<file path="config.mk">
export PLATFORM = sky130hd
export DESIGN_NAME = multi_cycle_ctrl
export DESIGN_NICKNAME = d
export VERILOG_FILES = /design/src/rtl/mc_ctrl_pkg.sv /design/src/rtl/mc_alu_decode.sv /design/src/rtl/multi_cycle_ctrl.sv
export SDC_FILE = /design/constraint.sdc
export NUM_CORES = 1
export LEC_CHECK = 0
export CAP_MARGIN = 20
export CORE_UTILIZATION = 30
export DETAILED_ROUTE_END_ITERATION = 12
export HOLD_SLACK_MARGIN = 0.12
export PLACE_DENSITY_LB_ADDON = 0.15
export SLEW_MARGIN = 20
export SYNTH_ARGS = -nofsm -noshare
export SYNTH_HDL_FRONTEND = slang
export SYNTH_SLANG_ARGS = --single-unit
export TNS_END_PERCENT = 10
</file>
<file path="constraint.sdc">
create_clock -name clk_i -period 1.45 [get_ports clk_i]
set_input_delay 0.29 -clock clk_i [delete_from_list [all_inputs] [get_ports clk_i]]
set_output_delay 0.29 -clock clk_i [all_outputs]
set_load 0.01 [all_outputs]
</file>
<file path="src/rtl/mc_ctrl_pkg.sv">
// Shared encodings for the multi-cycle MIPS-subset control path:
// FSM state codes, opcode/funct values, ALU operations and mux selects.
package mc_ctrl_pkg;

  localparam logic [3:0] RST_S    = 4'd0;
  localparam logic [3:0] FETCH    = 4'd1;
  localparam logic [3:0] DECODE   = 4'd2;
  localparam logic [3:0] MEM_ADDR = 4'd3;
  localparam logic [3:0] MEM_RD   = 4'd4;
  localparam logic [3:0] MEM_WB   = 4'd5;
  localparam logic [3:0] MEM_WR   = 4'd6;
  localparam logic [3:0] R_EXEC   = 4'd7;
  localparam logic [3:0] R_WB     = 4'd8;
  localparam logic [3:0] I_EXEC   = 4'd9;
  localparam logic [3:0] I_WB     = 4'd10;
  localparam logic [3:0] BRANCH   = 4'd11;
  localparam logic [3:0] JUMP     = 4'd12;
  localparam logic [3:0] TRAP     = 4'd13;

  localparam logic [5:0] OP_RTYPE = 6'd0;
  localparam logic [5:0] OP_J     = 6'd2;
  localparam logic [5:0] OP_BEQ   = 6'd4;
  localparam logic [5:0] OP_BNE   = 6'd5;
  localparam logic [5:0] OP_ADDI  = 6'd8;
  localparam logic [5:0] OP_SLTI  = 6'd10;
  localparam logic [5:0] OP_ORI   = 6'd13;
  localparam logic [5:0] OP_LW    = 6'd35;
  localparam logic [5:0] OP_SW    = 6'd43;

  localparam logic [5:0] FN_ADD = 6'd32;
  localparam logic [5:0] FN_SUB = 6'd34;
  localparam logic [5:0] FN_AND = 6'd36;
  localparam logic [5:0] FN_OR  = 6'd37;
  localparam logic [5:0] FN_SLT = 6'd42;

  localparam logic [3:0] ALU_AND   = 4'd0;
  localparam logic [3:0] ALU_OR    = 4'd1;
  localparam logic [3:0] ALU_ADD   = 4'd2;
  localparam logic [3:0] ALU_SUB   = 4'd6;
  localparam logic [3:0] ALU_SLT   = 4'd7;
  localparam logic [3:0] ALU_OR_ZX = 4'd8;

  localparam logic [1:0] SRCB_RT     = 2'd0;
  localparam logic [1:0] SRCB_FOUR   = 2'd1;
  localparam logic [1:0] SRCB_IMM    = 2'd2;
  localparam logic [1:0] SRCB_IMM_SH = 2'd3;

  localparam logic [1:0] PCSRC_ALU    = 2'd0;
  localparam logic [1:0] PCSRC_ALUOUT = 2'd1;
  localparam logic [1:0] PCSRC_JUMP   = 2'd2;

endpackage

</file>
<file path="src/rtl/mc_alu_decode.sv">
// Combinational ALU-operation decode from opcode/funct, flagging
// unsupported R-type funct codes so the FSM can trap on them.
module mc_alu_decode
  import mc_ctrl_pkg::*;
(
  input  logic [5:0] opcode_i,
  input  logic [5:0] funct_i,
  output logic [3:0] alu_ctrl_o,
  output logic       illegal_funct_o
);

  always_comb begin
    alu_ctrl_o      = ALU_ADD;
    illegal_funct_o = 1'b0;
    case (opcode_i)
      OP_RTYPE: begin
        case (funct_i)
          FN_ADD:  alu_ctrl_o = ALU_ADD;
          FN_SUB:  alu_ctrl_o = ALU_SUB;
          FN_AND:  alu_ctrl_o = ALU_AND;
          FN_OR:   alu_ctrl_o = ALU_OR;
          FN_SLT:  alu_ctrl_o = ALU_SLT;
          default: illegal_funct_o = 1'b1;
        endcase
      end
      OP_SLTI: alu_ctrl_o = ALU_SLT;
      OP_ORI:  alu_ctrl_o = ALU_OR_ZX;
      default: alu_ctrl_o = ALU_ADD;
    endcase
  end

endmodule

</file>
<file path="src/rtl/multi_cycle_ctrl.sv">
// Multi-cycle MIPS-subset control FSM with Moore output decode.
// Define MC_CTRL_JUMP_EN to decode opcode 2 (j) into the JUMP state.
module multi_cycle_ctrl
  import mc_ctrl_pkg::*;
(
  input  logic       clk_i,
  input  logic       rst_i,
  input  logic [5:0] opcode_i,
  input  logic [5:0] funct_i,
  input  logic       zero_i,
  input  logic       mem_ready_i,
  output logic       mem_read_o,
  output logic       mem_write_o,
  output logic       iord_o,
  output logic       ir_write_o,
  output logic       pc_write_o,
  output logic [1:0] pc_src_o,
  output logic       alu_src_a_o,
  output logic [1:0] alu_src_b_o,
  output logic [3:0] alu_ctrl_o,
  output logic       reg_dst_o,
  output logic       mem_to_reg_o,
  output logic       reg_write_o,
  output logic [3:0] state_o,
  output logic       illegal_o
);

  logic [3:0] state_q, state_d;
  logic       arm_q, arm_d;
  logic [3:0] dec_alu_ctrl;
  logic       dec_illegal_funct;

  mc_alu_decode u_alu_decode (
    .opcode_i        (opcode_i),
    .funct_i         (funct_i),
    .alu_ctrl_o      (dec_alu_ctrl),
    .illegal_funct_o (dec_illegal_funct)
  );

  // arm_q holds RST_S for one extra edge after reset release
  always_ff @(posedge clk_i or negedge rst_i) begin
    if (!rst_i) begin
      state_q <= RST_S;
      arm_q   <= 1'b0;
    end else begin
      state_q <= state_d;
      arm_q   <= arm_d;
    end
  end

  always_comb begin
    state_d = state_q;
    arm_d   = 1'b1;
    case (state_q)
      RST_S:    if (arm_q) state_d = FETCH;
      FETCH:    if (mem_ready_i) state_d = DECODE;
      DECODE: begin
        case (opcode_i)
          OP_RTYPE:                 state_d = R_EXEC;
          OP_ADDI, OP_SLTI, OP_ORI: state_d = I_EXEC;
          OP_LW, OP_SW:             state_d = MEM_ADDR;
          OP_BEQ, OP_BNE:           state_d = BRANCH;
`ifdef MC_CTRL_JUMP_EN
          OP_J:                     state_d = JUMP;
`endif
          default:                  state_d = TRAP;
        endcase
      end
      MEM_ADDR: state_d = (opcode_i == OP_SW) ? MEM_WR : MEM_RD;
      MEM_RD:   if (mem_ready_i) state_d = MEM_WB;
      MEM_WB:   state_d = FETCH;
      MEM_WR:   if (mem_ready_i) state_d = FETCH;
      R_EXEC:   state_d = dec_illegal_funct ? TRAP : R_WB;
      R_WB:     state_d = FETCH;
      I_EXEC:   state_d = I_WB;
      I_WB:     state_d = FETCH;
      BRANCH:   state_d = FETCH;
`ifdef MC_CTRL_JUMP_EN
      JUMP:     state_d = FETCH;
`endif
      TRAP:     state_d = TRAP;
      default:  state_d = TRAP;
    endcase
  end

  // Outputs depend on state only, except the FETCH/BRANCH write strobes
  always_comb begin
    mem_read_o   = 1'b0;
    mem_write_o  = 1'b0;
    iord_o       = 1'b0;
    ir_write_o   = 1'b0;
    pc_write_o   = 1'b0;
    pc_src_o     = PCSRC_ALU;
    alu_src_a_o  = 1'b0;
    alu_src_b_o  = SRCB_RT;
    alu_ctrl_o   = ALU_AND;
    reg_dst_o    = 1'b0;
    mem_to_reg_o = 1'b0;
    reg_write_o  = 1'b0;
    case (state_q)
      FETCH: begin
        mem_read_o  = 1'b1;
        alu_src_b_o = SRCB_FOUR;
        alu_ctrl_o  = ALU_ADD;
        ir_write_o  = mem_ready_i;
        pc_write_o  = mem_ready_i;
      end
      DECODE: begin
        alu_src_b_o = SRCB_IMM_SH;
        alu_ctrl_o  = ALU_ADD;
      end
      MEM_ADDR: begin
        alu_src_a_o = 1'b1;
        alu_src_b_o = SRCB_IMM;
        alu_ctrl_o  = ALU_ADD;
      end
      MEM_RD: begin
        mem_read_o = 1'b1;
        iord_o     = 1'b1;
      end
      MEM_WB: begin
        mem_to_reg_o = 1'b1;
        reg_write_o  = 1'b1;
      end
      MEM_WR: begin
        mem_write_o = 1'b1;
        iord_o      = 1'b1;
      end
      R_EXEC: begin
        alu_src_a_o = 1'b1;
        alu_ctrl_o  = dec_alu_ctrl;
      end
      R_WB: begin
        reg_dst_o   = 1'b1;
        reg_write_o = 1'b1;
      end
      I_EXEC: begin
        alu_src_a_o = 1'b1;
        alu_src_b_o = SRCB_IMM;
        alu_ctrl_o  = dec_alu_ctrl;
      end
      I_WB:     reg_write_o = 1'b1;
      BRANCH: begin
        alu_src_a_o = 1'b1;
        alu_ctrl_o  = ALU_SUB;
        pc_src_o    = PCSRC_ALUOUT;
        pc_write_o  = (opcode_i == OP_BNE) ? ~zero_i : zero_i;
      end
`ifdef MC_CTRL_JUMP_EN
      JUMP: begin
        pc_src_o   = PCSRC_JUMP;
        pc_write_o = 1'b1;
      end
`endif
      default: ;
    endcase
  end

  assign state_o   = state_q;
  assign illegal_o = (state_q == TRAP);

endmodule

</file>
==> results.cfg <==
[outcome]
status = finished, violations left
violations = setup timing

[timing]
fin_ws_ns = -0.3533
rsz0062_at_grt = yes
setup_viol = 21
finalCritPeriodShare_pct = 124.4
tns_ns = -4.900
fmax_mhz = 554.5
finalHoldViolCount = 0
slew_violations = 0
finClkSkew_ns = 0.003595
finalCriticalPeriod_ns = 1.803

[floorplan]
core_area_mm2 = 0.002477
design.die.area_mm2 = 0.002854
die_y_um = 53.42
num_io_pins = 38
die_x_um = 53.42
rows = 18
start_util_pct = 32.02

[worst_hold_path]
hold_path_class = in -> async

[route]
routed_via_density = 5.197
firstDrtPassIters = 4
post_drt_wl_per_cell_um = 14.55
drt_iter0_drc = 31
drc_errors = 0
num_vias = 1211
wl_um = 3390
antenna_violating_nets_post_route = 0

[layout]
regArea_um2 = 128.9
final_cells = 233
multi_input_area_um2 = 780.7
final_area_mm2 = 0.001720
nets = 220
nFillCells = 206
final_common_cell = buf_4
num_antenna_cells = 0
drive_gt1_share_pct = 58.62
area_growth_pct = 116.9
final_cell_mix = buf_4, buf_2, nand2_1

[cts]
clk_pin_slew_ns = 0.04
worst_skew_pair.late_latency_ns = 0.24
tritoncts = done
cts_buffer_depth = 2
clock-root-buffer = clkbuf_4
clock_sinks = 5
cts_buffers = 3
htree_levels = 1

[power_and_ir_drop]
power.switching_mw = 0.1209
pwr-share-clk_pct = 34.7
pwr-share-seq_pct = 31.5
power_frac_comb_pct = 33.7
powerDensity_mw_per_mm2 = 262.1
peakVddDrop_mv = 0.3736
p_sw_share_pct = 26.82
p_leak_nw = 0.8223
p_int_mw = 0.3299

[logic_synthesis]
yosysWarnings = 0
yosysSeqAreaShare_pct = 15.77
synth_ff_type = dfrtp_1
synth_edf_count = 0
synth_area_um2 = 793.3
synthCells = 114
syn_nets = 130
synth.avg_cell_area_um2 = 6.958
synthArstFlopShare_pct = 100.0
ys_seq_elements = 5
ys_types = 44

[flow_run]
maxCapViolCount = 0

[setup_path]
required_ns = 1.16
end_kind = output pin
worst-setup-path-type = reg -> out
crit_arrival_ns = 1.51
cp-start-kind = flip-flop
crit_fanout = 6

[grt]
antenna_found_initial = 0
grt_max_degree = 10
grt_pass1_vias = 1187
grt_use_met3_pct = 3.161
overflow = 0
grt_pass1_wl_um = 5354
grt_usage_pct = 25.90
met1_usage_pct = 31.75
grtUsageMet2_pct = 45.42
grt.busiest_layer = met2

[placed_design]
place_area_mm2 = 0.001515
port_buffers = 36
dp_slack_ns = -1.143
gp_congestion = 0.8687
numPlacedInstances = 221
hpwl_um = 2373
==> layer usage <==
| metal | up-vias | wire length (um) |
|---|---|---|
| li1 | 592 | - |
| met1 | 580 | 1478 |
| met5 | - | 0 |
| met4 | 0 | 44 |
| met3 | 4 | 142 |
| met2 | 35 | 1725 |
==> synth_stat cells (2+ instances only) <==
library cell | instances | area (um^2)
a21o_1 | 2 | 15.01
a21oi_1 | 3 | 15.01
a22o_1 | 2 | 17.52
a22oi_1 | 2 | 15.01
and3_1 | 2 | 12.51
buf_2 | 5 | 25.02
conb_1 | 2 | 7.510
dfrtp_1 | 5 | 125.1
inv_1 | 5 | 18.77
nand2_1 | 12 | 45.04
nand2b_1 | 6 | 37.54
nand3_1 | 6 | 30.03
nor2_1 | 15 | 56.30
nor2b_1 | 4 | 25.02
nor3_1 | 3 | 15.01
nor3b_1 | 5 | 37.54
o21ai_0 | 3 | 15.01
o22ai_1 | 4 | 25.02
or3_1 | 2 | 12.51
xnor2_1 | 2 | 17.52
==> power groups by stage <==
stage	clock [mW]	combinational, mW	sequential (mW)
final	0.157	0.152	0.142
after global routing	0.180	0.164	0.142
after CTS	0.165	0.144	0.142
after detailed placement	0	0.136	0.144
after global placement	0	0.132	0.144
after floorplan	0	0.0360	0.144
==> flip-flops by register name (all words and copies together) (netlist names) <==
register / cells
state_o: 4
arm_q: 1
==> area by class of cell <==
cell class,count,area share [%]
multi-input cells,97,45.38
repair buffers,92,42.33
flip-flops and latches,5,7.491
well taps,30,2.182
clock buffers,4,1.527
inverters,5,1.091
==> repair_timing <==
item,in CTS,in global routing
gates resized for setup,124,21
hold buffers,0,0
setup buffers,7,1
endpoints found under the setup margin,25,23
gates cloned,0,0
pin swaps,18,4
==> path summary, 6_finish.rpt <==
path                              from       endpoint  slack (ns)  cells after the start
setup / recovery            state_o[1]  alu_ctrl_o[0]       -0.35                      6
hold / removal                   rst_i          arm_q        0.27                      1
setup reg to reg            state_o[2]     state_o[1]       -0.26                      6
hold reg to reg             state_o[0]     state_o[0]        0.74                      2
max in group asynchronous        rst_i     state_o[2]        0.98                      1
min in group clk_i         opcode_i[1]     state_o[0]        0.64                      5
==> worst max-delay path: stages (launching register included) <==
cell and delay (ns):
dfrtp_2 0.43, buf_4 0.17, nor2_2 0.13, a22o_1 0.14, nand2_1 0.09, a211oi_2 0.15
buf_2 0.16
==> cell families after synthesis <==
logic type | after synthesis | synth area share, %
AOI/OAI and AO/OA | 27 | 26.50
xor gates and xnor gates | 3 | 3.313
buffers and inverters | 12 | 7.886
DFF | 5 | 15.77
muxes | 1 | 1.262
other | 2 | 0.9467
and+or+nand+nor | 64 | 44.32
==> stage by stage <==
| stage | util [%] | total power, mW | hold WS [ns] |
|---|---|---|---|
| after CTS | 66.52 | 0.4507 | 0.2623 |
| after detailed placement | 61.16 | 0.2795 | 0.5215 |
| after global placement | 61.16 | 0.2764 | 0.5132 |
| after global routing | 69.44 | 0.4859 | 0.2678 |
| final | 69.44 | 0.4509 | 0.2661 |
| after floorplan | - | 0.1798 | -0.005591 |
Power figures use the tool's default switching activity.
